## src/rtl/gamma_sync_ctrl.sv

```systemverilog
// -----------------------------------------------------------------------------
// gamma_sync_ctrl
//
// Sequencing controller for the sliding-window CP-correlation datapath that
// produces gamma. One acquisition consumes a continuous complex sample stream,
// hands the datapath r[k] together with r[k-N] (from an internal N-deep history
// buffer), tags each sample through the datapath latency and searches the
// full-window gamma outputs for the largest |Re|+|Im|. The peak index and
// magnitude are reported with a one-cycle strobe when the search completes.
//
// Ports
//   clk, rst                  clock, synchronous active-high reset
//   start                     begin one acquisition (only honoured in IDLE)
//   in_valid / in_ready       sample handshake; in_valid low during ACQ aborts
//   in_real, in_imag          incoming sample, signed Q1.6
//   dp_rst                    clears datapath state (one cycle, in CLR)
//   dp_rk_real/imag           registered r[k] to the datapath
//   dp_rkN_real/imag          registered r[k-N] to the datapath (0 for k < N)
//   gamma_real, gamma_imag    datapath output, signed Q6.8
//   busy                      high in every state except IDLE
//   peak_valid                one-cycle result strobe
//   peak_idx                  search-relative index of the peak
//   peak_mag                  unsigned |Re|+|Im| at the peak
//   sync_err                  one-cycle strobe: stream broke during ACQ
// -----------------------------------------------------------------------------
module gamma_sync_ctrl #(
    parameter int R_W     = 8,
    parameter int GAMMA_W = 15,
    parameter int N       = 64,
    parameter int L       = 16,
    parameter int DP_LAT  = 3,
    parameter int SEARCH  = 80,
    parameter int IDX_W   = 7
) (
    input  logic                      clk,
    input  logic                      rst,
    input  logic                      start,
    input  logic                      in_valid,
    output logic                      in_ready,
    input  logic signed [R_W-1:0]     in_real,
    input  logic signed [R_W-1:0]     in_imag,
    output logic                      dp_rst,
    output logic signed [R_W-1:0]     dp_rk_real,
    output logic signed [R_W-1:0]     dp_rk_imag,
    output logic signed [R_W-1:0]     dp_rkN_real,
    output logic signed [R_W-1:0]     dp_rkN_imag,
    input  logic signed [GAMMA_W-1:0] gamma_real,
    input  logic signed [GAMMA_W-1:0] gamma_imag,
    output logic                      busy,
    output logic                      peak_valid,
    output logic [IDX_W-1:0]          peak_idx,
    output logic [GAMMA_W:0]          peak_mag,
    output logic                      sync_err
);

    // First sample index whose gamma covers a full window, and total samples
    // consumed by one acquisition.
    localparam int FULL  = N + L - 1;
    localparam int TOTAL = FULL + SEARCH;
    localparam int KW    = $clog2(TOTAL + 1);
    localparam int PW    = (N > 1) ? $clog2(N) : 1;
    localparam int TAGS  = DP_LAT + 1;

    localparam logic [KW-1:0]    K_LAST  = KW'(TOTAL - 1);
    localparam logic [KW-1:0]    K_FULL  = KW'(FULL);
    localparam logic [KW-1:0]    K_LAG   = KW'(N);
    localparam logic [PW-1:0]    P_LAST  = PW'(N - 1);
    localparam logic [IDX_W-1:0] IDX_OFF = IDX_W'(FULL);

    typedef enum logic [2:0] {
        S_IDLE,
        S_CLR,
        S_ACQ,
        S_DRAIN,
        S_DONE
    } state_t;

    // |v| widened by one bit so that the most negative code maps to
    // 2^(GAMMA_W-1) exactly instead of wrapping.
    function automatic logic [GAMMA_W:0] abs_wide(input logic signed [GAMMA_W-1:0] v);
        logic signed [GAMMA_W:0] w;
        w = {v[GAMMA_W-1], v};
        if (v[GAMMA_W-1]) begin
            return $unsigned(-w);
        end
        return $unsigned(w);
    endfunction

    // |Re|+|Im|; the GAMMA_W+1 result holds the worst case 2^GAMMA_W, so no
    // saturation is needed.
    function automatic logic [GAMMA_W:0] mag_sum(input logic signed [GAMMA_W-1:0] re,
                                                 input logic signed [GAMMA_W-1:0] im);
        return abs_wide(re) + abs_wide(im);
    endfunction

    state_t                  state;
    state_t                  state_nxt;
    logic                    accept;
    logic [KW-1:0]           k;
    logic [PW-1:0]           wptr;
    logic signed [R_W-1:0]   hist_re [N];
    logic signed [R_W-1:0]   hist_im [N];

    logic [TAGS-1:0]         vld_p;
    logic [KW-1:0]           tag_k_p [TAGS];
    logic [KW-1:0]           tag_k_out;
    logic                    drain_done;

    logic [GAMMA_W:0]        gamma_mag;
    logic                    cmp_en;
    logic [GAMMA_W:0]        best_mag;
    logic [IDX_W-1:0]        best_idx;
    logic [GAMMA_W:0]        best_mag_nxt;
    logic [IDX_W-1:0]        best_idx_nxt;

    // The datapath cannot stall, so in ACQ every in_valid cycle is an accept.
    assign accept = (state == S_ACQ) && in_valid;

    // ------------------------------------------------------------------------
    // FSM: state register
    // ------------------------------------------------------------------------
    always_ff @(posedge clk) begin
        if (rst) begin
            state <= S_IDLE;
        end else begin
            state <= state_nxt;
        end
    end

    // ------------------------------------------------------------------------
    // FSM: next-state logic
    // ------------------------------------------------------------------------
    always_comb begin
        state_nxt = state;
        case (state)
            S_IDLE: begin
                if (start) begin
                    state_nxt = S_CLR;
                end
            end
            S_CLR: begin
                state_nxt = S_ACQ;
            end
            S_ACQ: begin
                if (!in_valid) begin
                    state_nxt = S_IDLE;
                end else if (k == K_LAST) begin
                    state_nxt = S_DRAIN;
                end
            end
            S_DRAIN: begin
                // Only the last tag is left at the pipe output: it is
                // compared this cycle, so the result is final next cycle.
                if (drain_done) begin
                    state_nxt = S_DONE;
                end
            end
            S_DONE: begin
                state_nxt = S_IDLE;
            end
            default: begin
                state_nxt = S_IDLE;
            end
        endcase
    end

    // ------------------------------------------------------------------------
    // FSM: outputs
    // ------------------------------------------------------------------------
    always_comb begin
        in_ready   = 1'b0;
        dp_rst     = 1'b0;
        busy       = 1'b1;
        peak_valid = 1'b0;
        case (state)
            S_IDLE:  busy       = 1'b0;
            S_CLR:   dp_rst     = 1'b1;
            S_ACQ:   in_ready   = 1'b1;
            S_DONE:  peak_valid = 1'b1;
            default: ;
        endcase
    end

    // Sample counter and history write pointer.
    always_ff @(posedge clk) begin
        if (rst || state == S_CLR) begin
            k    <= '0;
            wptr <= '0;
        end else if (accept) begin
            k    <= k + 1'b1;
            wptr <= (wptr == P_LAST) ? '0 : wptr + 1'b1;
        end
    end

    // History buffer: the slot at wptr still holds r[k-N] when r[k] arrives,
    // so it is read before being overwritten in the same edge.
    always_ff @(posedge clk) begin
        if (accept) begin
            hist_re[wptr] <= in_real;
            hist_im[wptr] <= in_imag;
        end
    end

    // ------------------------------------------------------------------------
    // Stage p0: registered datapath inputs. Zero whenever no sample is taken.
    // ------------------------------------------------------------------------
    always_ff @(posedge clk) begin
        if (rst || !accept) begin
            dp_rk_real  <= '0;
            dp_rk_imag  <= '0;
            dp_rkN_real <= '0;
            dp_rkN_imag <= '0;
        end else begin
            dp_rk_real <= in_real;
            dp_rk_imag <= in_imag;
            // Slots not yet written in this acquisition may hold stale data.
            if (k < K_LAG) begin
                dp_rkN_real <= '0;
                dp_rkN_imag <= '0;
            end else begin
                dp_rkN_real <= hist_re[wptr];
                dp_rkN_imag <= hist_im[wptr];
            end
        end
    end

    // ------------------------------------------------------------------------
    // Stages p0..pDP_LAT: sample tag travelling alongside the datapath, so the
    // tag at the last stage names the sample whose gamma is on gamma_*.
    // ------------------------------------------------------------------------
    always_ff @(posedge clk) begin
        if (rst || state == S_CLR) begin
            vld_p <= '0;
        end else begin
            vld_p <= {vld_p[TAGS-2:0], accept};
        end
    end

    always_ff @(posedge clk) begin
        tag_k_p[0] <= k;
        for (int i = 1; i < TAGS; i++) begin
            tag_k_p[i] <= tag_k_p[i-1];
        end
    end

    assign tag_k_out  = tag_k_p[TAGS-1];
    assign drain_done = ~|vld_p[TAGS-2:0];

    // ------------------------------------------------------------------------
    // Peak search over full-window gamma outputs
    // ------------------------------------------------------------------------
    assign gamma_mag = mag_sum(gamma_real, gamma_imag);
    assign cmp_en    = vld_p[TAGS-1] && (tag_k_out >= K_FULL) &&
                       (state == S_ACQ || state == S_DRAIN);

    // Strictly greater: ties keep the earliest index. The index subtraction
    // is done modulo 2^IDX_W, which is exact because it is below SEARCH.
    always_comb begin
        best_mag_nxt = best_mag;
        best_idx_nxt = best_idx;
        if (cmp_en && (gamma_mag > best_mag)) begin
            best_mag_nxt = gamma_mag;
            best_idx_nxt = tag_k_out[IDX_W-1:0] - IDX_OFF;
        end
    end

    always_ff @(posedge clk) begin
        if (rst || state == S_CLR) begin
            best_mag <= '0;
            best_idx <= '0;
        end else begin
            best_mag <= best_mag_nxt;
            best_idx <= best_idx_nxt;
        end
    end

    // The final compare and the result publish share the DRAIN->DONE edge,
    // so the published value is taken from the next-best path.
    always_ff @(posedge clk) begin
        if (rst) begin
            peak_idx <= '0;
            peak_mag <= '0;
        end else if (state == S_DRAIN && state_nxt == S_DONE) begin
            peak_idx <= best_idx_nxt;
            peak_mag <= best_mag_nxt;
        end
    end

    // Stream break during ACQ: strobe in the first IDLE cycle.
    always_ff @(posedge clk) begin
        if (rst) begin
            sync_err <= 1'b0;
        end else begin
            sync_err <= (state == S_ACQ) && !in_valid;
        end
    end

endmodule

```

## config.mk

```make
export PLATFORM = sky130hd
export DESIGN_NAME = gamma_sync_ctrl
export DESIGN_NICKNAME = d
export VERILOG_FILES = /design/src/rtl/gamma_sync_ctrl.sv
export SDC_FILE = /design/constraint.sdc
export NUM_CORES = 1
export LEC_CHECK = 0
export CORE_ASPECT_RATIO = 1.75
export CORE_MARGIN = 1.5
export CORE_UTILIZATION = 60
export CTS_CLUSTER_SIZE = 12
export DETAILED_ROUTE_END_ITERATION = 8
export GPL_ROUTABILITY_DRIVEN = 0
export PLACE_DENSITY = 0.78
export SLEW_MARGIN = 40
export SYNTH_ARGS = -nofsm -noshare
export SYNTH_HDL_FRONTEND = slang
export SYNTH_SLANG_ARGS = --single-unit
```

## constraint.sdc

```tcl
create_clock -name clk -period 9.1 [get_ports clk]
set_input_delay 2.73 -clock clk [delete_from_list [all_inputs] [get_ports clk]]
set_output_delay 2.73 -clock clk [all_outputs]
set_load 0.02 [all_outputs]
```

==> impl_metrics.tcl, run 1 <==
set metrics [dict create \
    synth_ff_type "edfxtp_1" \
    routedWlPerCell_um 32.8 \
    report.final.hold_viol_count 0 \
    fmax_ghz 0.127 \
    p_int_uw 8210 \
    holdCritStartpoint "tag_k_p[2][2]" \
    num_io_pins 110 \
    dieArea_um2 77200 \
    die_w_um 211 \
    cpPeakStageDelay_ps 580 \
    switching_power_uw 2200 \
    relSlewSlack 0.346 \
    synth.most_common_cell "edfxtp_1" \
    crit_required_ps 9690 \
    synth_common_cells "edfxtp_1, nor2_1, dfxtp_1" \
    syn_to_final_growth_pct 12.3 \
    layout-drive-gt1-share 0.170 \
    stdcell_area_um2 50900 \
    clk_pin_slew_ps 60 \
    crit_arrival_ps 8490 \
    skew_ps 31.7 \
    async_flop_share 0 \
    min-delay-path-class "flop to flop" \
    cts_setup_buffers 0 \
    syn_inst 2658 \
    outcome "finished clean" \
    port_buffers 109 \
    reg2reg_to "hist_im[6][0]" \
    ys_seq_area_frac 0.737 \
    dr.pass1.iters 6 \
    drtIter0Drc 3973 \
    clock_latency_ps 710 \
    swShare 0.211 \
    drc 0 \
    fin_crit_ps 7900 \
    r2r_cells 5 \
    yosysTopAreaCell "edfxtp_1" \
    pwr-share-seq 0.555 \
    min_period_over_period 0.868 \
    layout.nets 2921 \
    synth_edf_count 1024 \
    vias 26800 \
    cts-hold-fix-buffers 0 \
    initial_core_util 0.605 \
    cts_buffers 108 \
    cts_tree "built" \
    yosys_warnings 0 \
    p_leak_uw 0.0161 \
    p_clk_frac 0.398 \
    drv_slew 0 \
    cap_violations 0 \
    cts.repair.resized 0 \
    antenna_left 0 \
    timing.rr.start "wptr[1]" \
    worst_pin_slew_ps 981 \
    ir_drop_v 0.000138 \
    hpwl_mm 74.4 \
    syn-cell-area_um2 45300 \
    slowest_stage "or4_4" \
    worstSetupPathType "primary input to flop" \
    r2r_setup_slack_ps 4590 \
    grt-ovfl-total 0 \
    clock_path_buffers 3 \
    synthDominantCellAreaShare 0.679 \
    grt_pass1_wl_mm 181 \
    synth.distinct_cells 76 \
    hold_depth 0 \
    grt_pass1_vias 27200 \
    combinationalPowerShare 0.047 \
    rows 133 \
    syn_nets 2746 \
    postSynthAreaPerCell_um2 17.0 \
    synth_area_leaders "edfxtp_1, dfxtp_1, mux4_2" \
    drt_wl_total_mm 126 \
    htree_num_levels 3 \
    hold_end "tag_k_p[3][2]" \
    setup_viol 0 \
    numClockSinks 1156 \
    track_usage 0.330 \
    grt_max_degree 111 \
    crit_start "gamma_real[6]" \
    die_y_um 366 \
    antenna_found_initial 4 \
    cp-end-kind "flop" \
    start_kind "primary input" \
    core_area_um2 74900 \
    setup-tns-final_ps 0 \
    grt_setup_unrepaired "false" \
    power_density_nw_per_um2 205 \
    crit_chain "clkdlybuf4s50_1, or4_4, or4_1, or2_2, o21ai_0, xnor2_1, ha_1, a21oi_1, nand2_1, or4_1, o32a_1, and2_1, ha_1, nand4_1, or4_4, a31oi_4, buf_4, nor4b_1, a311o_1" \
    place_area_um2 47700 \
    crit_fanout 24 \
    viasPerCell 6.98 \
    clockRootBuffer "clkbuf_16" \
    ys_seq_elements 1156 \
]
cell type report:
type	instances	area (um2)
flip-flops and latches	1156	33400
fillers	4696	24000
multi-input cells	1306	11100
clock buffers	164	2980
repair buffers	229	1960
well taps	945	1180
inverters	32	123
clock inverters	7	93.8
diodes	2	5.00
sequential cells by signal, summed over array words and instances, names as in the netlist:
name         count
hist_im        512
peak_mag        16
dp_rkN_imag      8
state            3
best_mag        16
hist_re        512
dp_rk_imag       8
best_idx         7
wptr             6
sync_err         1
peak_idx         7
vld_p            4
tag_k_p         32
k                8
dp_rk_real       8
dp_rkN_real      8
how the worst max path moves through the flow:
stage | cells after the start | endpoint
6_report | 19 | peak_idx[5]
3_3_place_gp | 19 | peak_idx[5]
5_1_grt | 19 | peak_mag[11]
2_1_floorplan | 18 | peak_idx[6]
3_5_place_dp | 19 | peak_idx[5]
4_1_cts | 19 | peak_idx[5]
power groups by stage:
stage | logic [uW] | clock network, uW | registers, uW
after floorplan | 242 | 0 | 5890
after global placement | 443 | 0 | 5890
after detailed placement | 467 | 0 | 5890
after CTS | 468 | 4140 | 5780
after global routing | 515 | 4330 | 5780
final | 489 | 4140 | 5780
layer usage:
layer	GRT usage	share of wire	routed length, um	up-vias
li1	-	-	-	11000
met1	0.382	0.32	39800	13300
met2	0.538	0.49	61600	1974
met3	0.0724	0.10	13100	522
met4	0.248	0.090	11300	4
met5	0.00383	0.00048	60	-
cell families after synthesis:
logic type,count (synthesis),share of synthesized area
buffers and inverters,196,0.0187
AOI/OAI and AO/OA,512,0.0810
adders and majority gates,38,0.0107
xor gates and xnor gates,46,0.00890
and+or+nand+nor,409,0.0424
DFF,1156,0.737
muxes,301,0.101
critical path: cells and delay by family:
family	cells	cell delay, ps
adders and majority gates	2	610
and+or+nand+nor	9	3010
AOI/OAI and AO/OA	5	1170
buffers and inverters	2	800
xor gates and xnor gates	1	150
placed cells by master (no fill, tap or decap), drive strengths merged, types with 8 or more instances in the layout:
| master | n |
|---|---|
| a211oi | 29 |
| a21oi | 82 |
| a221o | 9 |
| a221oi | 116 |
| a22oi | 61 |
| a31oi | 20 |
| and2 | 29 |
| and3 | 8 |
| buf | 136 |
| clkbuf | 164 |
| clkdlybuf4s50 | 93 |
| dfxtp | 132 |
| edfxtp | 1024 |
| ha | 37 |
| inv | 34 |
| mux2 | 92 |
| mux2i | 94 |
| mux4 | 115 |
| nand2 | 84 |
| nand2b | 10 |
| nand3 | 23 |
| nand4 | 10 |
| nor2 | 176 |
| nor2b | 10 |
| nor3 | 12 |
| nor4 | 8 |
| o21ai | 61 |
| o22ai | 54 |
| o31ai | 11 |
| or3 | 8 |
| xnor2 | 35 |
| xor2 | 11 |
stage by stage:
stage	total power, uW	utilization	setup WS [ps]	hold WS [ps]	std cells
2_1_floorplan	6130	-	1560	310	2658
3_3_place_gp	6330	0.637	651	310	3667
3_5_place_dp	6360	0.638	523	312	3667
4_1_cts	10400	0.679	1260	325	3838
5_1_grt	10600	0.679	955	329	3839
6_report	10400	0.679	1200	324	3841
No activity file was read; power rests on OpenSTA's default activity.
==> inputs of run 2 (changes only) <==
Settings changed: REMOVE_ABC_BUFFERS set to 1.
==> impl_metrics.tcl, run 2 (synthesized netlist as in run 1, its figures left out) <==
set metrics [dict create \
    crit_chain "clkdlybuf4s50_1, or4_4, or4_1, or2_2, o21ai_0, xnor2_1, ha_1, a21oi_1, nand2_1, or4_1, o32a_1, and2_1, ha_1, nand4_1, or4_4, a31oi_4, buf_4, mux2i_1, a211oi_1" \
    grt_pass1_wl_mm 181 \
    antenna_left 0 \
    fin_crit_ps 7880 \
    crit_arrival_ps 8450 \
    track_usage 0.329 \
    num_io_pins 110 \
    rows 133 \
    power_density_nw_per_um2 203 \
    grt-ovfl-total 0 \
    clockRootBuffer "clkbuf_16" \
    numClockSinks 1156 \
    cts_tree "built" \
    drt_wl_total_mm 126 \
    final_cell_mix "edfxtp_1, nor2_1, dfxtp_1, buf_4" \
    cts_setup_buffers 0 \
    routedWlPerCell_um 32.6 \
    drv_slew 0 \
    crit_fanout 20 \
    min_period_over_period 0.866 \
    cts-hold-fix-buffers 0 \
    port_buffers 109 \
    cpPeakStageDelay_ps 590 \
    cts_buffers 107 \
    crit_required_ps 9670 \
    reg_top3 "hist_im x512, hist_re x512, tag_k_p x32" \
    mostFrequentLayoutCell "edfxtp_1" \
    hpwl_mm 73.6 \
    die_y_um 366 \
    cts.repair.resized 0 \
    r2r_cells 9 \
    min-delay-path-class "flop to flop" \
    dp_cells 3670 \
    setup_viol 0 \
    initial_core_util 0.605 \
    die_w_um 211 \
    grt_pass1_vias 27300 \
    clock_latency_ps 700 \
    start_kind "primary input" \
    antenna_found_initial 2 \
    cap_violations 0 \
    report.final.hold_viol_count 0 \
    hold_depth 0 \
    ir_drop_v 0.000171 \
    viasPerCell 7.01 \
    worst_pin_slew_ps 1000 \
    fmax_ghz 0.127 \
    layout.nets 2923 \
    cp-end-kind "flop" \
    slowest_stage "or4_4" \
    relSlewSlack 0.331 \
    clk_pin_slew_ps 60 \
    htree_num_levels 3 \
    outcome "finished clean" \
    clock_path_buffers 3 \
    dieArea_um2 77200 \
    grt_max_degree 114 \
    dr.pass1.iters 9 \
    p_leak_uw 0.0161 \
    power_uw 10300 \
    drc 0 \
    vias 27000 \
    syn_to_final_growth_pct 12.5 \
    final_cells 3858 \
    setup-tns-final_ps 0 \
    grt_setup_unrepaired "false" \
    drtIter0Drc 3753 \
    worstSetupPathType "primary input to flop" \
    final_util 0.680 \
    skew_ps 21.2 \
    core_area_um2 74900 \
    layout-drive-gt1-share 0.172 \
]
==> run 2: final timing paths <==
check	from	slack [ps]	end
worst max register to register	wptr[2]	4620	dp_rkN_real[1]
worst min register to register	tag_k_p[2][3]	320	tag_k_p[3][3]
worst max-delay path	gamma_real[6]	1220	peak_idx[0]
worst min-delay path	tag_k_p[2][3]	320	tag_k_p[3][3]
==> run 2: final cells by class <==
type | instances | area, um2
sequential | 1156 | 33400
timing repair buffer | 232 | 1990
fill | 4650 | 24000
clock buffer | 177 | 2990
tap | 945 | 1180
antenna | 3 | 7.51
clock inverter | 7 | 97.6
inverter | 32 | 120
multi-input combinational | 1306 | 11100
==> run 2: report_power, final <==
group / total (uW) / internal [uW] / switching, uW
Combinational: 484 / 154 / 330
Clock: 4090 / 2250 / 1830
Sequential: 5780 / 5770 / 4.59
Total: 10300 / 8180 / 2170
==> run 2: worst max-delay path, delay by kind of cell <==
| family | cells | cell delay (ps) |
|---|---|---|
| AO/OA/AOI/OAI | 5 | 980 |
| XOR/XNOR | 1 | 150 |
| adder cells (fa/ha/maj) | 2 | 600 |
| buffers and inverters | 2 | 780 |
| multiplexers | 1 | 300 |
| AND/OR/NAND/NOR | 8 | 2870 |
==> run 2: stage by stage <==
stage | cell area, um2 | hold slack (ps) | worst slack [ps]
after floorplan | 44600 | 310 | -577
after global placement | 47700 | 310 | 753
after detailed placement | 47800 | 312 | 587
after CTS | 50900 | 324 | 1300
after global routing | 50900 | 332 | 903
final | 50900 | 322 | 1220
==> run 2: layer usage <==
metal | GRT usage | wire length, um
met1 | 0.388 | 40100
met2 | 0.526 | 60400
met3 | 0.0723 | 13800
met4 | 0.254 | 11300
met5 | 0.00128 | 0
